[src/rtl/tri_mem_loader_if.sv]
// Triangle loader bus definitions.
//   tri_mem_loader_pkg : triangle payload types (default TRI_BITS comes from triangle_t).
//   tri_mem_loader_if  : host byte stream (in_byte/in_valid/in_ready) plus the
//                        triangle RAM write port (wr_en/wr_bank/wr_addr/wr_data).
//   modport master     : the loader side (consumes the stream, drives the RAM write).
//   modport slave      : the environment side (drives the stream, observes the RAM write).

package tri_mem_loader_pkg;

    typedef struct packed {
        logic [15:0] x;
        logic [15:0] y;
        logic [15:0] z;
    } vertex_t;

    typedef struct packed {
        vertex_t     v0;
        vertex_t     v1;
        vertex_t     v2;
        logic [15:0] color;
    } triangle_t;

endpackage

interface tri_mem_loader_if #(
    parameter int unsigned N_TRIS_MAX = 256,
    parameter int unsigned TRI_BITS   = $bits(tri_mem_loader_pkg::triangle_t)
);
    localparam int unsigned ADDR_W = (N_TRIS_MAX > 1) ? $clog2(N_TRIS_MAX) : 1;

    logic [7:0]          in_byte;
    logic                in_valid;
    logic                in_ready;

    logic                wr_en;
    logic                wr_bank;
    logic [ADDR_W-1:0]   wr_addr;
    logic [TRI_BITS-1:0] wr_data;

    modport master (
        input  in_byte, in_valid,
        output in_ready, wr_en, wr_bank, wr_addr, wr_data
    );

    modport slave (
        output in_byte, in_valid,
        input  in_ready, wr_en, wr_bank, wr_addr, wr_data
    );

endinterface

[src/rtl/tri_mem_loader.sv]
// tri_mem_loader: assembles triangle packets from a host byte stream into the
// back bank of a two-bank triangle RAM and commits the scene at the next frame
// boundary, so the feeder never reads a half-loaded bank.
//
// Packet: 0xA5, N[15:8], N[7:0], N*TRI_BYTES payload bytes (MSB byte first),
// then an XOR checksum byte when TRI_LOADER_CSUM_EN is defined.
//
// Ports:
//   clk_render, rst_render : clock, asynchronous active-high reset
//   bus (master)           : in_byte/in_valid/in_ready stream, wr_* RAM write port
//   frame_start_i          : one-cycle frame-boundary pulse
//   rd_bank_o              : bank the feeder reads (wr_bank is always its inverse)
//   tri_count_o            : committed triangle count
//   load_done_o            : one-cycle pulse when a scene is committed
//   load_error_o           : one-cycle pulse when a packet is rejected
//   busy_o                 : high whenever the loader is not idle
//
// Build option: define TRI_LOADER_CSUM_EN to require and verify the trailing
// checksum byte.

module tri_mem_loader
    import tri_mem_loader_pkg::*;
#(
    parameter int unsigned N_TRIS_MAX = 256,
    parameter int unsigned TRI_BITS   = $bits(triangle_t),
    parameter int unsigned INIT_COUNT = 0
) (
    input  logic                              clk_render,
    input  logic                              rst_render,
    tri_mem_loader_if.master                  bus,
    input  logic                              frame_start_i,
    output logic                              rd_bank_o,
    output logic [$clog2(N_TRIS_MAX+1)-1:0]   tri_count_o,
    output logic                              load_done_o,
    output logic                              load_error_o,
    output logic                              busy_o
);

    localparam int unsigned TRI_BYTES = (TRI_BITS + 7) / 8;
    localparam int unsigned PRE_W     = (TRI_BYTES > 1) ? (TRI_BYTES - 1) * 8 : 8;
    localparam int unsigned BYTE_W    = (TRI_BYTES > 1) ? $clog2(TRI_BYTES) : 1;
    localparam int unsigned ADDR_W    = (N_TRIS_MAX > 1) ? $clog2(N_TRIS_MAX) : 1;
    localparam int unsigned CNT_W     = $clog2(N_TRIS_MAX + 1);

    typedef enum logic [2:0] {
        S_IDLE,
        S_CNT_HI,
        S_CNT_LO,
        S_PAYLOAD,
        S_CSUM,
        S_PENDING
    } state_e;

    state_e                state_q,     state_d;
    logic [7:0]            cnt_hi_q,    cnt_hi_d;
    logic [CNT_W-1:0]      count_q,     count_d;
    logic [BYTE_W-1:0]     byte_idx_q,  byte_idx_d;
    logic [CNT_W-1:0]      tri_idx_q,   tri_idx_d;
    logic [PRE_W-1:0]      asm_q,       asm_d;
`ifdef TRI_LOADER_CSUM_EN
    logic [7:0]            csum_q,      csum_d;
`endif

    logic                  in_ready_q,   in_ready_d;
    logic                  busy_q,       busy_d;
    logic                  wr_en_q,      wr_en_d;
    logic                  wr_bank_q,    wr_bank_d;
    logic [ADDR_W-1:0]     wr_addr_q,    wr_addr_d;
    logic [TRI_BITS-1:0]   wr_data_q,    wr_data_d;
    logic                  rd_bank_q,    rd_bank_d;
    logic [CNT_W-1:0]      tri_count_q,  tri_count_d;
    logic                  load_done_q,  load_done_d;
    logic                  load_error_q, load_error_d;

    logic                  accept_c;
    logic [15:0]           n_full_c;
    logic                  n_bad_c;
    logic                  byte_last_c;
    logic                  tri_last_c;
    logic [PRE_W+7:0]      asm_full_c;

    // Handshake and packet-field decode.
    assign accept_c    = bus.in_valid && in_ready_q;
    assign n_full_c    = {cnt_hi_q, bus.in_byte};
    assign n_bad_c     = (n_full_c == 16'd0) || (n_full_c > 16'(N_TRIS_MAX));
    assign byte_last_c = (byte_idx_q == BYTE_W'(TRI_BYTES - 1));
    assign tri_last_c  = (tri_idx_q == (count_q - CNT_W'(1)));
    // Earlier bytes of the triangle sit above the byte being accepted.
    assign asm_full_c  = {asm_q, bus.in_byte};

    // Next-state and output logic.
    always_comb begin
        state_d      = state_q;
        cnt_hi_d     = cnt_hi_q;
        count_d      = count_q;
        byte_idx_d   = byte_idx_q;
        tri_idx_d    = tri_idx_q;
        asm_d        = asm_q;
`ifdef TRI_LOADER_CSUM_EN
        csum_d       = csum_q;
`endif
        wr_en_d      = 1'b0;
        wr_addr_d    = wr_addr_q;
        wr_data_d    = wr_data_q;
        rd_bank_d    = rd_bank_q;
        wr_bank_d    = wr_bank_q;
        tri_count_d  = tri_count_q;
        load_done_d  = 1'b0;
        load_error_d = 1'b0;

        case (state_q)
            S_IDLE: begin
                if (accept_c && (bus.in_byte == 8'hA5)) begin
                    state_d = S_CNT_HI;
                end
            end

            S_CNT_HI: begin
                if (accept_c) begin
                    cnt_hi_d = bus.in_byte;
                    state_d  = S_CNT_LO;
                end
            end

            S_CNT_LO: begin
                if (accept_c) begin
                    if (n_bad_c) begin
                        load_error_d = 1'b1;
                        state_d      = S_IDLE;
                    end else begin
                        count_d    = CNT_W'(n_full_c);
                        byte_idx_d = '0;
                        tri_idx_d  = '0;
                        wr_addr_d  = '0;
`ifdef TRI_LOADER_CSUM_EN
                        csum_d     = 8'h00;
`endif
                        state_d    = S_PAYLOAD;
                    end
                end
            end

            S_PAYLOAD: begin
                if (accept_c) begin
`ifdef TRI_LOADER_CSUM_EN
                    csum_d = csum_q ^ bus.in_byte;
`endif
                    asm_d = PRE_W'(asm_full_c);
                    if (byte_last_c) begin
                        byte_idx_d = '0;
                        wr_en_d    = 1'b1;
                        wr_addr_d  = ADDR_W'(tri_idx_q);
                        wr_data_d  = asm_full_c[TRI_BITS-1:0];
                        tri_idx_d  = tri_idx_q + CNT_W'(1);
                        if (tri_last_c) begin
`ifdef TRI_LOADER_CSUM_EN
                            state_d = S_CSUM;
`else
                            state_d = S_PENDING;
`endif
                        end
                    end else begin
                        byte_idx_d = byte_idx_q + BYTE_W'(1);
                    end
                end
            end

            S_CSUM: begin
`ifdef TRI_LOADER_CSUM_EN
                if (accept_c) begin
                    if (bus.in_byte == csum_q) begin
                        state_d = S_PENDING;
                    end else begin
                        load_error_d = 1'b1;
                        state_d      = S_IDLE;
                    end
                end
`else
                state_d = S_IDLE;
`endif
            end

            S_PENDING: begin
                // Only a frame_start seen while already pending commits the scene.
                if (frame_start_i) begin
                    rd_bank_d   = ~rd_bank_q;
                    wr_bank_d   = rd_bank_q;
                    tri_count_d = count_q;
                    load_done_d = 1'b1;
                    state_d     = S_IDLE;
                end
            end

            default: begin
                state_d = S_IDLE;
            end
        endcase

        // Registered from the next state so they line up with state_q.
        in_ready_d = (state_d != S_PENDING);
        busy_d     = (state_d != S_IDLE);
    end

    // State and output registers.
    always_ff @(posedge clk_render or posedge rst_render) begin
        if (rst_render) begin
            state_q      <= S_IDLE;
            cnt_hi_q     <= 8'h00;
            count_q      <= '0;
            byte_idx_q   <= '0;
            tri_idx_q    <= '0;
            asm_q        <= '0;
`ifdef TRI_LOADER_CSUM_EN
            csum_q       <= 8'h00;
`endif
            in_ready_q   <= 1'b1;
            busy_q       <= 1'b0;
            wr_en_q      <= 1'b0;
            wr_bank_q    <= 1'b1;
            wr_addr_q    <= '0;
            wr_data_q    <= '0;
            rd_bank_q    <= 1'b0;
            tri_count_q  <= CNT_W'(INIT_COUNT);
            load_done_q  <= 1'b0;
            load_error_q <= 1'b0;
        end else begin
            state_q      <= state_d;
            cnt_hi_q     <= cnt_hi_d;
            count_q      <= count_d;
            byte_idx_q   <= byte_idx_d;
            tri_idx_q    <= tri_idx_d;
            asm_q        <= asm_d;
`ifdef TRI_LOADER_CSUM_EN
            csum_q       <= csum_d;
`endif
            in_ready_q   <= in_ready_d;
            busy_q       <= busy_d;
            wr_en_q      <= wr_en_d;
            wr_bank_q    <= wr_bank_d;
            wr_addr_q    <= wr_addr_d;
            wr_data_q    <= wr_data_d;
            rd_bank_q    <= rd_bank_d;
            tri_count_q  <= tri_count_d;
            load_done_q  <= load_done_d;
            load_error_q <= load_error_d;
        end
    end

    assign bus.in_ready = in_ready_q;
    assign bus.wr_en    = wr_en_q;
    assign bus.wr_bank  = wr_bank_q;
    assign bus.wr_addr  = wr_addr_q;
    assign bus.wr_data  = wr_data_q;

    assign rd_bank_o    = rd_bank_q;
    assign tri_count_o  = tri_count_q;
    assign load_done_o  = load_done_q;
    assign load_error_o = load_error_q;
    assign busy_o       = busy_q;

endmodule
[src/flat_wrapper.sv]
// flat-port wrapper written by rule: the top's interface ports become plain ports
module tri_mem_loader_flat import tri_mem_loader_pkg::*;
#(
    parameter int unsigned N_TRIS_MAX = 256,
    parameter int unsigned TRI_BITS   = $bits(triangle_t),
    parameter int unsigned INIT_COUNT = 0
)
  (clk_render, rst_render, frame_start_i, rd_bank_o, tri_count_o, load_done_o, load_error_o, busy_o, bus_in_byte, bus_in_valid, bus_in_ready, bus_wr_en, bus_wr_bank, bus_wr_addr, bus_wr_data);
  tri_mem_loader_if #(.N_TRIS_MAX(N_TRIS_MAX), .TRI_BITS(TRI_BITS)) bus_i ();
  input  logic clk_render;
  input  logic rst_render;
  input  logic frame_start_i;
  output logic rd_bank_o;
  output logic [$clog2(N_TRIS_MAX+1)-1:0] tri_count_o;
  output logic load_done_o;
  output logic load_error_o;
  output logic busy_o;
  input wire logic [$bits(bus_i.in_byte)-1:0] bus_in_byte;
  input wire logic [$bits(bus_i.in_valid)-1:0] bus_in_valid;
  output wire logic [$bits(bus_i.in_ready)-1:0] bus_in_ready;
  output wire logic [$bits(bus_i.wr_en)-1:0] bus_wr_en;
  output wire logic [$bits(bus_i.wr_bank)-1:0] bus_wr_bank;
  output wire logic [$bits(bus_i.wr_addr)-1:0] bus_wr_addr;
  output wire logic [$bits(bus_i.wr_data)-1:0] bus_wr_data;
  assign bus_i.in_byte = bus_in_byte;
  assign bus_i.in_valid = bus_in_valid;
  assign bus_in_ready = bus_i.in_ready;
  assign bus_wr_en = bus_i.wr_en;
  assign bus_wr_bank = bus_i.wr_bank;
  assign bus_wr_addr = bus_i.wr_addr;
  assign bus_wr_data = bus_i.wr_data;
  tri_mem_loader #(.N_TRIS_MAX(N_TRIS_MAX), .TRI_BITS(TRI_BITS), .INIT_COUNT(INIT_COUNT)) u_core (.clk_render(clk_render), .rst_render(rst_render), .bus(bus_i), .frame_start_i(frame_start_i), .rd_bank_o(rd_bank_o), .tri_count_o(tri_count_o), .load_done_o(load_done_o), .load_error_o(load_error_o), .busy_o(busy_o));
endmodule
[config.mk]
export PLATFORM = sky130hd
export DESIGN_NAME = tri_mem_loader_flat
export DESIGN_NICKNAME = d
export VERILOG_FILES = /design/src/rtl/tri_mem_loader_if.sv /design/src/rtl/tri_mem_loader.sv /design/src/flat_wrapper.sv
export SDC_FILE = /design/constraint.sdc
export NUM_CORES = 1
export LEC_CHECK = 0
export ABC_AREA = 1
export BUFFER_PORTS_ARGS = -buffer_cell sky130_fd_sc_hd__buf_2
export CAP_MARGIN = 20
export CELL_PAD_IN_SITES_DETAIL_PLACEMENT = 1
export CELL_PAD_IN_SITES_GLOBAL_PLACEMENT = 1
export CORE_MARGIN = 8
export CORE_UTILIZATION = 41
export DETAILED_ROUTE_END_ITERATION = 8
export PLACE_DENSITY = 0.72
export SLEW_MARGIN = 20
export SYNTH_ARGS = -nofsm -noshare
export SYNTH_HDL_FRONTEND = slang
export SYNTH_SLANG_ARGS = --single-unit
[constraint.sdc]
create_clock -name clk_render -period 36.5 [get_ports clk_render]
set_clock_uncertainty 0.15 [all_clocks]
set_input_delay 7.3 -clock clk_render [delete_from_list [all_inputs] [get_ports clk_render]]
set_output_delay 7.3 -clock clk_render [all_outputs]
set_load 0.01 [all_outputs]
# ---- Word-level counts from Yosys, hierarchy flattened
# Index checks and enable logic that the tools add are counted.
dict set report totals {
  register_bits 370
  out_inout_bits 184
}
dict set report classes {
  add_sub_neg 3
  n_lt_le_gt_ge 1
  n_mux 32
  eq_ne 12
  n_bitwise 2
  n_reduce_logical 14
}
# op n
set ops {}
lappend ops {{$mux 9} 4}
lappend ops {{$mux 8} 4}
lappend ops {{$mux 3} 7}
lappend ops {{$mux 5} 4}
lappend ops {{$pmux 9 s2} 1}
lappend ops {{$gt 16x9->1 const B} 1}
lappend ops {{$logic_not 16->1} 1}
lappend ops {{$pmux 8 s2} 1}
lappend ops {{$pmux 3 s5} 1}
lappend ops {{$pmux 5 s2} 1}
lappend ops {{$add 9x1->9 const B} 1}
lappend ops {{$eq 9x9->1} 1}
lappend ops {{$sub 9x1->9 const B} 1}
lappend ops {{$eq 8x8->1 const B} 1}
lappend ops {{$mux 1} 8}
lappend ops {{$eq 3x2->1 const B} 2}
lappend ops {{$ne 2x1->1 const B} 3}
lappend ops {{$reduce_and 2->1} 3}
lappend ops {{$reduce_and 3->1} 2}
lappend ops {{$add 5x1->5 const B} 1}
lappend ops {{$eq 5x5->1 const B} 1}
lappend ops {{$reduce_and 5->1} 1}
lappend ops {{$reduce_and 4->1} 1}
lappend ops {{$eq 3x1->1 const B} 1}
lappend ops {{other kinds (10)} 12}

# ---- Longest topological paths before layout
dict set report logic_depth {
  depth_word 7
  ltp_mapped 13
}

# ---- Worst setup path after synthesis
# OpenSTA, ideal clock, no wires.
dict set report synth_timing {
  path_kind {input-to-reg}
  start {in bus_in_valid}
  end {reg u_core.wr_data_q[129], in the netlist u_core.bus.wr_data[129]}
  t_arrival_ns 8.432
  path_slack_ns 27.787
  setup_ns 0.130
  path_buffers 2
  required_time_ns 36.220
  stages 9
  cell_sequence {nand2_1 nor2_8 inv_4 nor2_8 inv_2 buf_6 buf_2 nand2_1 o21ai_1}
}
dict set report synth_via {
  elab_chain_len 2
}
# element line
set synth_lines {}
lappend synth_lines {{start, declared} flat_wrapper.sv:19} ;# input wire logic [$bits(bus_i.in_valid)-1:0] bus_in_valid;
lappend synth_lines {{$logic_and 1x1->1} tri_mem_loader.sv:83} ;# assign accept_c = bus.in_valid && in_ready_q;
lappend synth_lines {{$reduce_and 3->1 (no source line)} n/a}
lappend synth_lines {{end signal, assigned} tri_mem_loader.sv:241} ;# wr_data_q <= wr_data_d;
lappend synth_lines {{end, declared} tri_mem_loader.sv:69} ;# logic [TRI_BITS-1:0] wr_data_q, wr_data_d;
# No other way between the ends.
# A chain may end at the register's enable or synchronous reset.

# ---- Worst setup path in the final report
dict set report layout_timing {
  start {in bus_in_valid}
  end {reg u_core.asm_q[8]}
}
dict set report layout_via {
  elab_chain_len 2
}
# element line
set layout_lines {}
lappend layout_lines {{$logic_and 1x1->1} tri_mem_loader.sv:83}
lappend layout_lines {{$reduce_and 2->1 (no source line)} n/a}
lappend layout_lines {{end signal, assigned} tri_mem_loader.sv:232} ;# asm_q <= asm_d;
lappend layout_lines {{end, declared} tri_mem_loader.sv:59} ;# logic [PRE_W-1:0] asm_q, asm_d;
# No other way between the ends.

==> metrics.md <==
| Metric | Value |
|---|---|
| Worst path most repeated cell | `buf_4` |
| Fin. Hold Viols | `0` |
| Post-DRT Antenna Nets | `0` |
| Asr flop ratio synth | `1.000` |
| Final min period | `10.30 ns` |
| Syn Nets | `1572` |
| Std-Cell Rows | `69` |
| Status | `finished, final reports clean` |
| CORE AREA | `0.03522 sq mm` |
| Hold Path Cell Cnt | `2` |
| Routed length per instance | `17.09 um` |
| Nets | `1743` |
| Setup Fix Bufs, Post-CTS | `0` |
| CTS Buf Count | `41` |
| CP cell instances | `buf_2, nand2_1, nor2_8, buf_4, buf_4, o21ai_0` |
| Slowest CP cell | `buf_4` |
| CTS tree | `built` |
| Die Y | `204.3 um` |
| DRT Pass-1 Iters | `4` |
| Worst setup SP type | `input port` |
| Relative slew margins | `0.2450` |
| Gpl congestion | `0.8129` |
| RSZ-0062 raised after global routing | `false` |
| GRT Util Overall | `0.1842` |
| Worst path depth | `6` |
| Vias | `10840` |
| LEAKAGE | `0.009118 uW` |
| Proportion of layout cells with a drive suffix above 1 | `0.1567` |
| Grt total ovfl | `0` |
| Final setup viols | `0` |
| Max Buffers Root-to-Sink | `3` |
| Chip width | `204.3 um` |
| # resized after CTS | `0` |
| Yosys reg bits | `370` |
| Antenna violations before repair | `1` |
| Final setup TNS | `0 ns` |
| Largest net degree at the start of global routing | `199` |
| Root Buffer | `clkbuf_16` |
| Final Non-Filler Cells | `2217` |
| Sequential fraction of the synthesis area | `0.6368` |
| Number of synthesized flops with an enable pin | `0` |
| First-pass GRT wire length | `62970 um` |
| Worst Path Buf+Inv | `3` |
| Mapped Cells | `1557` |
| Synth cell types | `30` |
| Inst Count DP | `2146` |
| DRC viols | `0` |
| Leading cell type by number of instances after synthesis | `nand2_1` |
| Clock sink count | `370` |
| F_max | `97.10 MHz` |
| DR iter-0 viols | `574` |
| Pwr/cell area | `51.88 mW/mm^2` |
| I/O pins | `196` |
| DIE AREA | `0.04175 sq mm` |
| Crit path max fanout | `114` |
| Synthesis warning total | `0` |
| Worst Path Arrival | `10.51 ns` |
| Max H-tree Level | `2` |
| Number of global-route vias before repair | `11730` |
| Fin area | `0.01708 sq mm` |
| Post-synth top flop | `dfrtp_1` |
| Post-place instance area | `0.01574 sq mm` |
| Routed WL | `37880 um` |
| IR drop worst, VDD | `0.03437 mV` |
| Commonest cells post-synth | `nand2_1 (461), dfrtp_1 (368), inv_1 (198), o21ai_0 (197), o21ai_1 (150)` |
| Port-buffer cells | `195` |
| Largest cells by area after synthesis | `dfrtp_1 (63%), nand2_1 (12%), o21ai_0 (6.8%), o21ai_1 (5.2%), inv_1 (5.1%)` |
| Synth Area per Inst | `9.341 sq um` |
| Detailed placement HPWL | `25540 um` |
| Synth Cell Area | `0.01454 sq mm` |
| Clk Latency, worst-skew pair | `0.53 ns` |
| Fin util | `0.4848` |
| Crit Path Category | `in2reg` |
| Max incr delay on CP | `0.88 ns` |
| Clock transition at the registers of the reported paths | `0.06 ns` |
| Fillers | `4140` |
| Area grow syn2layout | `17.40%` |
| Worst Tran Pin Value | `1.133 ns` |
| Post-synth top area share | `0.6332` |
| Pins Over Slew Limit | `0` |
| Period utilization | `0.2822` |
| Max Cap Viol | `0` |
| Min-delay worst type | `reg2reg` |
| R2R cell count | `8` |
| Initial core utilization | `0.4129` |
| Area leader, netlist | `dfrtp_1` |
| Critical path endpoint category | `flop` |
| CTS Hold Buffers Added | `0` |
| Critical path's top delay family | `buffers and inverters` |
| Mean number of vias per cell | `4.890` |
| Critical path required time | `36.71 ns` |
cell usage in the layout (no fill, tap or decap), drive strengths merged:
| master | count |
|---|---|
| dfrtp | 368 |
| nand4 | 14 |
| bufinv | 1 |
| nor2 | 42 |
| a21oi | 1 |
| o211ai | 2 |
| clkinvlp | 1 |
| dfstp | 2 |
| nand2 | 461 |
| nand3 | 22 |
| buf | 200 |
| nor3 | 3 |
| clkinv | 3 |
| xnor2 | 3 |
| nor3b | 3 |
| xor2 | 6 |
| diode | 1 |
| o21bai | 1 |
| or2 | 1 |
| ha | 3 |
| o21ai | 348 |
| o31ai | 1 |
| inv | 204 |
| a21boi | 1 |
| clkbuf | 64 |
stage by stage:
stage	hold slack [ns]	power, uW	setup WS [ns]
2_1_floorplan	0.3030	471.8	18.78
3_3_place_gp	0.3044	485.1	25.76
3_5_place_dp	0.3140	487.3	25.64
4_1_cts	0.3283	898.3	26.20
5_1_grt	0.3530	921.0	25.82
6_report	0.3232	885.8	26.20
per-layer routing:
| metal | GRT usage | routed length (um) | up-vias | share of wire |
|---|---|---|---|---|
| li1 | - | - | 5231 | - |
| met1 | 0.2530 | 18060 | 5381 | 0.48 |
| met2 | 0.2966 | 17600 | 174 | 0.46 |
| met3 | 0.03344 | 1442 | 56 | 0.038 |
| met4 | 0.05168 | 774 | 0 | 0.020 |
| met5 | 0 | 0 | - | 0 |
power by group:
| part | leakage (uW) | switching (uW) | internal, uW | total, uW |
|---|---|---|---|---|
| sequential | 0.00445 | 12.2 | 431 | 443 |
| combinational | 0.00402 | 26.8 | 9.50 | 36.3 |
| clock | 0.000652 | 162 | 244 | 406 |
| total | 0.00912 | 201 | 685 | 886 |
path summary, 6_finish.rpt:
kind | start | end | slack [ns]
worst min-delay path | u_core.asm_q[81] | u_core.asm_q[89] | 0.32
worst min register to register | u_core.asm_q[81] | u_core.asm_q[89] | 0.32
max in group asynchronous | rst_render | u_core.busy_o | 27.83
worst max-delay path | bus_in_valid | u_core.asm_q[8] | 26.20
min in group asynchronous | rst_render | u_core.bus.wr_data[74] | 6.82
worst max register to register | u_core.state_q[2] | u_core.asm_q[8] | 32.27
sequential cells by signal, summed over array words and instances (netlist names):
name                 cells
u_core.asm_q           152
u_core.bus.in_ready      1
u_core.bus.wr_addr       8
u_core.bus.wr_bank       1
u_core.bus.wr_data     160
u_core.bus.wr_en         1
u_core.busy_o            1
u_core.byte_idx_q        5
u_core.cnt_hi_q          8
u_core.count_q           9
u_core.load_done_o       1
u_core.load_error_o      1
u_core.rd_bank_o         1
u_core.state_q           3
u_core.tri_count_o       9
u_core.tri_idx_q         9
area by class of cell:
cell class | count | area [sq um] | share of cell area
clock buffers | 64 | 1265 | 0.07408
clock inverters | 6 | 65.06 | 0.003810
multi-input cells | 912 | 4095 | 0.2398
inverters | 203 | 779.5 | 0.04565
flip-flops and latches | 370 | 9261 | 0.5424
well taps | 461 | 576.8 | 0.03378
diodes | 1 | 2.502 | 0.0001466
repair buffers | 200 | 1030 | 0.06031
worst reg2reg max path, stage by stage (launching register included):
cell	delay (ns)
dfrtp_1	0.43
nor2_4	0.29
inv_2	0.13
nor2_8	0.15
inv_2	0.16
nor2_8	0.73
buf_4	0.81
buf_4	0.91
o21ai_0	0.29
cell families after synthesis:
| kind of cell | after synthesis | share of synthesized area |
|---|---|---|
| AOI/OAI and AO/OA | 354 | 0.1229 |
| xor gates and xnor gates | 9 | 0.005420 |
| adders and majority gates | 3 | 0.002581 |
| buffers and inverters | 275 | 0.08164 |
| DFF | 370 | 0.6368 |
| and+or+nand+nor | 546 | 0.1506 |
No activity file was read; power rests on OpenSTA's default activity.
